--- src/rtl/i2c_seq_pkg.sv ---
// Shared types for the I2C init sequencer: op codes, table entry layout and FSM states.
package i2c_seq_pkg;

  localparam int ENTRY_W  = 26;
  localparam int OP_LSB   = 24;
  localparam int DEV_LSB  = 16;
  localparam int ADDR_LSB = 8;
  localparam int DATA_LSB = 0;

  // Op 3 has no name on purpose; the decoder treats it like OP_END.
  typedef enum logic [1:0] {
    OP_WRITE = 2'd0,
    OP_DELAY = 2'd1,
    OP_END   = 2'd2
  } op_e;

  typedef logic [ENTRY_W-1:0] entry_t;

  typedef enum logic [2:0] {
    S_IDLE,
    S_FETCH,
    S_ISSUE,
    S_WAIT_ACC,
    S_WAIT_CMP,
    S_DELAY,
    S_FIN
  } state_e;

endpackage

--- src/rtl/i2c_seq_rom.sv ---
// Command table for the I2C init sequencer: synchronous read, one cycle of latency.
// The table image is supplied at build time through INIT_IMAGE. Entry 0 sits in the LSBs.
module i2c_seq_rom
  import i2c_seq_pkg::*;
#(
  parameter int N_ENTRIES = 16,
  parameter int AW        = $clog2(N_ENTRIES),
  parameter logic [N_ENTRIES*ENTRY_W-1:0] INIT_IMAGE = '0
) (
  input  logic          clk,
  input  logic [AW-1:0] addr_i,
  output entry_t        rdata_o
);

  entry_t mem [N_ENTRIES];
  entry_t rdata_q;

  for (genvar g = 0; g < N_ENTRIES; g++) begin : g_mem
    assign mem[g] = INIT_IMAGE[g*ENTRY_W +: ENTRY_W];
  end

  always_ff @(posedge clk) begin
    rdata_q <= mem[addr_i];
  end

  assign rdata_o = rdata_q;

endmodule

--- src/rtl/i2c_init_seq.sv ---
// Table-driven I2C initialisation sequencer: walks a command ROM issuing writes and delays.
// Optional single-step support is enabled by defining I2C_SEQ_STEP_EN.
//
// state     | meaning
// IDLE      | waiting for start
// FETCH     | table read in flight for idx, then decode op
// ISSUE     | latch command fields, raise i2c_valid
// WAIT_ACC  | valid high, waiting for master to go busy (bounded by TIMEOUT)
// WAIT_CMP  | master busy, waiting for it to return idle
// DELAY     | counting {addr,data} ticks of TICK_DIV cycles
// FIN       | set done if no error, return to IDLE
module i2c_init_seq
  import i2c_seq_pkg::*;
#(
  parameter int N_ENTRIES = 16,
  parameter int TICK_DIV  = 1000,
  parameter int TIMEOUT   = 65535,
  parameter logic [N_ENTRIES*ENTRY_W-1:0] INIT_IMAGE = '0
) (
  input  logic                         clk,
  input  logic                         reset_n,
  input  logic                         start,
  input  logic                         abort,
`ifdef I2C_SEQ_STEP_EN
  input  logic                         step_mode,
  input  logic                         step,
`endif
  output logic                         busy,
  output logic                         done,
  output logic                         err,
  output logic [$clog2(N_ENTRIES)-1:0] idx,
  output logic                         i2c_valid,
  input  logic                         i2c_ready,
  output logic [7:0]                   i2c_device,
  output logic [7:0]                   i2c_addr,
  output logic [7:0]                   i2c_data
);

  localparam int IDX_W  = $clog2(N_ENTRIES);
  localparam int CNT_W  = ($clog2(TIMEOUT + 1) > 16) ? $clog2(TIMEOUT + 1) : 16;
  localparam int TICK_W = (TICK_DIV > 1) ? $clog2(TICK_DIV) : 1;
  localparam logic [IDX_W-1:0]  IDX_LAST  = IDX_W'(N_ENTRIES - 1);
  localparam logic [CNT_W-1:0]  TO_LOAD   = CNT_W'(TIMEOUT - 1);
  localparam logic [TICK_W-1:0] TICK_LOAD = TICK_W'(TICK_DIV - 1);

  // Assert asynchronously, release on a clock edge.
  logic [1:0] rst_sync_q;
  logic       rst_n_int;

  always_ff @(posedge clk or negedge reset_n) begin
    if (!reset_n) rst_sync_q <= 2'b00;
    else          rst_sync_q <= {rst_sync_q[0], 1'b1};
  end
  assign rst_n_int = rst_sync_q[1];

  logic step_hold;
`ifdef I2C_SEQ_STEP_EN
  assign step_hold = step_mode & ~step;
`else
  assign step_hold = 1'b0;
`endif

  state_e            state_q, state_d;
  logic [IDX_W-1:0]  idx_q, idx_d;
  logic              done_q, done_d, err_q, err_d, abort_q, abort_d, valid_q, valid_d;
  logic [7:0]        dev_q, dev_d, addr_q, addr_d, data_q, data_d;
  logic [CNT_W-1:0]  cnt_q, cnt_d;
  logic [TICK_W-1:0] tick_q, tick_d;
  logic              abort_pend, advance;
  logic [1:0]        op_bits;
  entry_t            ent;

  // Addressing with idx_d lets the read overlap the transition into FETCH.
  i2c_seq_rom #(.N_ENTRIES(N_ENTRIES), .AW(IDX_W), .INIT_IMAGE(INIT_IMAGE)) u_rom (
    .clk     (clk),
    .addr_i  (idx_d),
    .rdata_o (ent)
  );

  assign op_bits = ent[OP_LSB +: 2];

  always_comb begin
    state_d    = state_q;
    idx_d      = idx_q;
    done_d     = done_q;
    err_d      = err_q;
    abort_d    = abort_q;
    valid_d    = valid_q;
    dev_d      = dev_q;
    addr_d     = addr_q;
    data_d     = data_q;
    cnt_d      = cnt_q;
    tick_d     = tick_q;
    advance    = 1'b0;
    abort_pend = abort_q | abort;
    if (state_q != S_IDLE && abort) abort_d = 1'b1;

    case (state_q)
      S_IDLE: begin
        abort_d = 1'b0;
        if (start) begin
          idx_d   = '0;
          done_d  = 1'b0;
          err_d   = 1'b0;
          state_d = S_FETCH;
        end
      end
      S_FETCH: begin
        if (abort_pend) begin
          err_d   = 1'b1;
          state_d = S_FIN;
        end else if (!step_hold) begin
          case (op_bits)
            OP_WRITE: state_d = S_ISSUE;
            OP_DELAY: begin
              cnt_d   = CNT_W'({ent[ADDR_LSB +: 8], ent[DATA_LSB +: 8]});
              tick_d  = TICK_LOAD;
              state_d = S_DELAY;
            end
            default:  state_d = S_FIN;
          endcase
        end
      end
      S_ISSUE: begin
        dev_d   = ent[DEV_LSB +: 8];
        addr_d  = ent[ADDR_LSB +: 8];
        data_d  = ent[DATA_LSB +: 8];
        valid_d = 1'b1;
        cnt_d   = TO_LOAD;
        state_d = S_WAIT_ACC;
      end
      S_WAIT_ACC: begin
        if (!i2c_ready) begin
          valid_d = 1'b0;
          state_d = S_WAIT_CMP;
        end else if (cnt_q == '0) begin
          valid_d = 1'b0;
          err_d   = 1'b1;
          state_d = S_FIN;
        end else begin
          cnt_d = cnt_q - 1'b1;
        end
      end
      S_WAIT_CMP: advance = i2c_ready;
      S_DELAY: begin
        if (abort_pend) begin
          err_d   = 1'b1;
          state_d = S_FIN;
        end else if (cnt_q == '0) begin
          advance = 1'b1;
        end else if (tick_q == '0) begin
          tick_d = TICK_LOAD;
          cnt_d  = cnt_q - 1'b1;
        end else begin
          tick_d = tick_q - 1'b1;
        end
      end
      S_FIN: begin
        done_d  = ~err_q;
        abort_d = 1'b0;
        state_d = S_IDLE;
      end
      default: state_d = S_IDLE;
    endcase

    // Running off the end of the table is an implicit END.
    if (advance) begin
      if (idx_q == IDX_LAST) begin
        state_d = S_FIN;
      end else begin
        idx_d   = idx_q + 1'b1;
        state_d = S_FETCH;
      end
    end
  end

  always_ff @(posedge clk or negedge rst_n_int) begin
    if (!rst_n_int) begin
      state_q <= S_IDLE;
      idx_q   <= '0;
      done_q  <= 1'b0;
      err_q   <= 1'b0;
      abort_q <= 1'b0;
      valid_q <= 1'b0;
      dev_q   <= '0;
      addr_q  <= '0;
      data_q  <= '0;
      cnt_q   <= '0;
      tick_q  <= '0;
    end else begin
      state_q <= state_d;
      idx_q   <= idx_d;
      done_q  <= done_d;
      err_q   <= err_d;
      abort_q <= abort_d;
      valid_q <= valid_d;
      dev_q   <= dev_d;
      addr_q  <= addr_d;
      data_q  <= data_d;
      cnt_q   <= cnt_d;
      tick_q  <= tick_d;
    end
  end

  assign busy       = (state_q != S_IDLE);
  assign done       = done_q;
  assign err        = err_q;
  assign idx        = idx_q;
  assign i2c_valid  = valid_q;
  assign i2c_device = dev_q;
  assign i2c_addr   = addr_q;
  assign i2c_data   = data_q;

endmodule

--- config.mk ---
export PLATFORM = sky130hd
export DESIGN_NAME = i2c_init_seq
export DESIGN_NICKNAME = d
export VERILOG_FILES = /design/src/rtl/i2c_seq_pkg.sv /design/src/rtl/i2c_seq_rom.sv /design/src/rtl/i2c_init_seq.sv
export SDC_FILE = /design/constraint.sdc
export NUM_CORES = 1
export LEC_CHECK = 0
export ABC_AREA = 1
export CAP_MARGIN = 20
export CORE_ASPECT_RATIO = 0.9
export CORE_MARGIN = 2
export CORE_UTILIZATION = 60
export CTS_CLUSTER_SIZE = 8
export DETAILED_ROUTE_END_ITERATION = 12
export PLACE_DENSITY = 0.86
export REMOVE_ABC_BUFFERS = 1
export SYNTH_ARGS = -nofsm -noshare
export SYNTH_HDL_FRONTEND = slang
export SYNTH_SLANG_ARGS = --single-unit
--- constraint.sdc ---
create_clock -name clk -period 3.37 [get_ports clk]
set_input_delay 0.5055 -clock clk [delete_from_list [all_inputs] [get_ports clk]]
set_output_delay 0.5055 -clock clk [all_outputs]
set_load 0.005 [all_outputs]
==> summary.md <==
| Metric | Value |
|---|---|
| Fmax | `between 400 and 500 MHz` |
| Clock skew | `0.007358 ns` |
| Root Driver | `clkbuf_8` |
| Register bit total from synthesis | `39` |
| Syn avg cell area | `6.686 µm²` |
| Worst r2r dst | `cnt_q[6]$_DFFE_PN0P_` |
| Final core utilization | `65.02%` |
| Met3 Track Usage GR | `5.075%` |
| Vias per cell | `slightly above 5` |
| Switching share of power | `48.14%` |
| Pint | `roughly 1.2 mW` |
| Leading area contributor after synthesis | `dfrtp_1` |
| CP Cell Sequence | `inv_1 -> nand2_1 -> clkdlybuf4s50_1` |
| Post-cts resize count | `0` |
| Die Y | `67.66 µm` |
| Worst Path Required | `about 2.9 ns` |
| CP max FO | `6` |
| Max Buffers Root-to-Sink | `2` |
| Met2 usage | `36.62%` |
| Crit-path max cell delay | `about 0.52 ns` |
| CTS clk-pin slew, worst paths | `~0.08 ns` |
| Final setup fails | `0` |
| Hold Fails Final Rpt | `0` |
| Initial DRC count | `a little under 200` |
| Power Density | `around 790 nW/µm²` |
| Worst hold path type | `reg2async` |
| Cell count after synthesis | `a little over 400` |
| Unrepaired setup endpoints after global routing | `false` |
| WL/cell | `11.25 µm` |
| Final period util | `between 60% and 70%` |
| R2r setup slk | `about 1.4 ns` |
| Max-cap violations | `0` |
| Leak | `approximately 1.6 nW` |
| Router iterations before antenna repair | `4` |
| Peak VDD IR | `around 500 µV` |
| Clock Sink Count | `39` |
| First-pass GRT wire length | `a little over 9 mm` |
| Asr flop ratio synth | `100.0%` |
| Area occupied by registers | `about 980 µm²` |
| HPWL after DPL | `roughly 3.8 mm` |
| Routability cong. | `just over 0.9` |
| Crit end category | `output port` |
| # port buffers | `12` |
| Antenna-violating nets left | `0` |
| FP Rows | `23` |
| Yosys warnings | `0` |
| Core box area | `4403 µm²` |
| Psw | `between 1 and 1.5 mW` |
| TNS Setup | `0 ns` |
| Vias in the first global route | `between 2000 and 2500` |
| Post-CTS Setup Inserts | `0` |
| Clk pwr share | `14.3%` |
| Hold-fix buffers at CTS | `0` |
| Synthesized area | `approximately 2700 µm²` |
| Top post-synthesis cells by area | `dfrtp_1 (36%), nand2_1 (20%), nand3_1 (9.1%), buf_4 (6.9%), nor2_1 (6.0%)` |
| Synth Flop Type | `dfrtp_1` |
| Final Net Count | `427` |
| Largest net degree at the start of global routing | `38` |
| Overall Global Routing Usage | `a little under a quarter` |
| Grt peak-use layer | `met2` |
| Sequential Power Share | `33.4%` |
| Vias | `approximately 2500` |
| Synth top cells by count | `nand2_1 (143), nand3_1 (49), nor2_1 (43), inv_1 (41), dfrtp_1 (39)` |
| Met1 usage | `between 30% and 40%` |
| Outcome | `finished, final reports clean` |
| Total CTS buffers | `5` |
| Fill cell count | `a little under 400` |
| Worst EP arrival | `between 1.5 and 2 ns` |
| Sequential element share of the synthesized area | `36.13%` |
| Multi-input logic area | `1428 µm²` |
| Clock network latency to the later pin of the worst-skew pair | `0.30 ns` |
| CTS tree | `done` |
| Worst Max-Slew Pin Slew | `~0.70 ns` |
| Most numerous cell in the Yosys netlist | `nand2_1` |
| I/O pin count | `37` |
| Initial Util | `between 60% and 70%` |
| Layout area overhead | `5.975%` |
| Share of layout cells above drive strength 1 | `under 10%` |
| Slowest cell on the critical path | `clkdlybuf4s50_1` |
| Initial antenna violation count | `0` |
| CTS H-Tree Depth | `2` |
| Total wire length | `5.410 mm` |
| WS Path Type | `reg2out` |
| Diode count | `0` |
| Slew HR | `a little over half` |
| CP Launch Type | `flip-flop` |
| Slew Limit Fails | `0` |
| Final Critical Period | `around 2.1 ns` |
| Unique masters post-synth | `29` |
| Logic pwr share | `between 50% and 60%` |
| Synth top area share | `between 30% and 40%` |
| Die X | `74.73 µm` |
| Number of remaining DRC errors | `0` |
| Worst R2R Start | `cnt_q[0]$_DFFE_PN0P_` |
| Post-synth EDFFs | `0` |
| Register-to-Register Path Depth | `9` |
| Gr ovfl total | `0` |
| Die Area | `between 5000 and 6000 µm²` |
logic make-up (layout without fill, tap and decap cells):
group | after synthesis | count (layout) | share of synthesized area [%]
adder cells (fa/ha/maj) | 4 | 4 | 1.853
AO/OA/AOI/OAI | 24 | 24 | 4.864
XOR/XNOR | 2 | 2 | 0.6486
AND/OR/NAND/NOR | 260 | 260 | 42.01
buffers and inverters | 73 | 65 | 14.22
other | 2 | 25 | 0.2780
flip-flops | 39 | 39 | 36.13
worst max-delay path: cells and delay by family, from the launching register on:
kind	cells	cell delay (ns)
and+or+nand+nor	1	0.16
DFF	1	0.49
buffers and inverters	2	0.68
worst max-delay path by stage:
stage,slack (ns),start,end
3_5_place_dp,1.09,abort,cnt_q[0]$_DFFE_PN0P_
2_1_floorplan,1.81,cnt_q[0]$_DFFE_PN0P_,tick_q[5]$_DFFE_PN0P_
5_1_grt,1.15,state_q[2]$_DFFE_PN0P_,busy
3_3_place_gp,1.21,abort,cnt_q[13]$_DFFE_PN0P_
6_report,1.23,state_q[2]$_DFFE_PN0P_,busy
4_1_cts,1.24,state_q[2]$_DFFE_PN0P_,busy
final cells by class:
cell class / instances / share of cell area (%)
clock buffer: 5 / 2.404
inverter: 44 / 5.769
clock inverter: 3 / 0.6993
timing repair buffer: 13 / 4.458
tap: 62 / 2.710
sequential: 39 / 34.09
multi-input combinational: 315 / 49.87
sequential cells by signal (all words and copies together) (netlist names):
| name | count |
|---|---|
| err | 1 |
| i2c_valid | 1 |
| cnt_q | 16 |
| tick_q | 10 |
| done | 1 |
| idx | 4 |
| state_q | 3 |
| rst_sync_q | 2 |
| abort_q | 1 |
routing by layer:
| layer | vias up | part of all wire, % |
|---|---|---|
| met5 | - | 0 |
| met2 | 105 | 45 |
| met1 | 1123 | 45 |
| met4 | 0 | 2.9 |
| li1 | 1239 | - |
| met3 | 19 | 7.0 |
cells in the final DEF (no fill, tap or decap), types with 2 or more instances in the layout:
master / n
a21oi_1: 2
clkbuf_8: 5
clkdlybuf4s50_1: 12
clkinvlp_4: 2
conb_1: 25
dfrtp_1: 39
ha_1: 4
inv_1: 41
inv_2: 3
nand2_1: 143
nand2_2: 3
nand2_4: 3
nand3_1: 49
nand4_1: 5
nor2_1: 43
nor2_2: 4
nor2_4: 4
o21ai_0: 17
or2_2: 4
power groups by stage:
| stage | Combinational (mW) | Sequential (mW) | Clock [mW] |
|---|---|---|---|
| 3_5_place_dp | 1.17 | 0.757 | 0 |
| 3_3_place_gp | 1.13 | 0.755 | 0 |
| 4_1_cts | 1.18 | 0.750 | 0.330 |
| 6_report | 1.18 | 0.754 | 0.324 |
| 2_1_floorplan | 0.891 | 0.735 | 0 |
| 5_1_grt | 1.36 | 0.773 | 0.343 |
metrics by stage:
stage | cells | area [µm²] | total power [mW] | hold slack (ns) | setup WS, ns
CTS | 481 | 2863 | 2.259 | 0.3149 | 1.243
global route | 481 | 2863 | 2.473 | 0.3502 | 1.147
floorplan | 398 | 2569 | 1.626 | 0.2099 | 1.808
global placement | 473 | 2774 | 1.885 | 0.3058 | 1.210
finish | 481 | 2863 | 2.255 | 0.2946 | 1.233
detailed placement | 473 | 2774 | 1.930 | 0.3078 | 1.090
No activity file was read; power rests on OpenSTA's default activity.
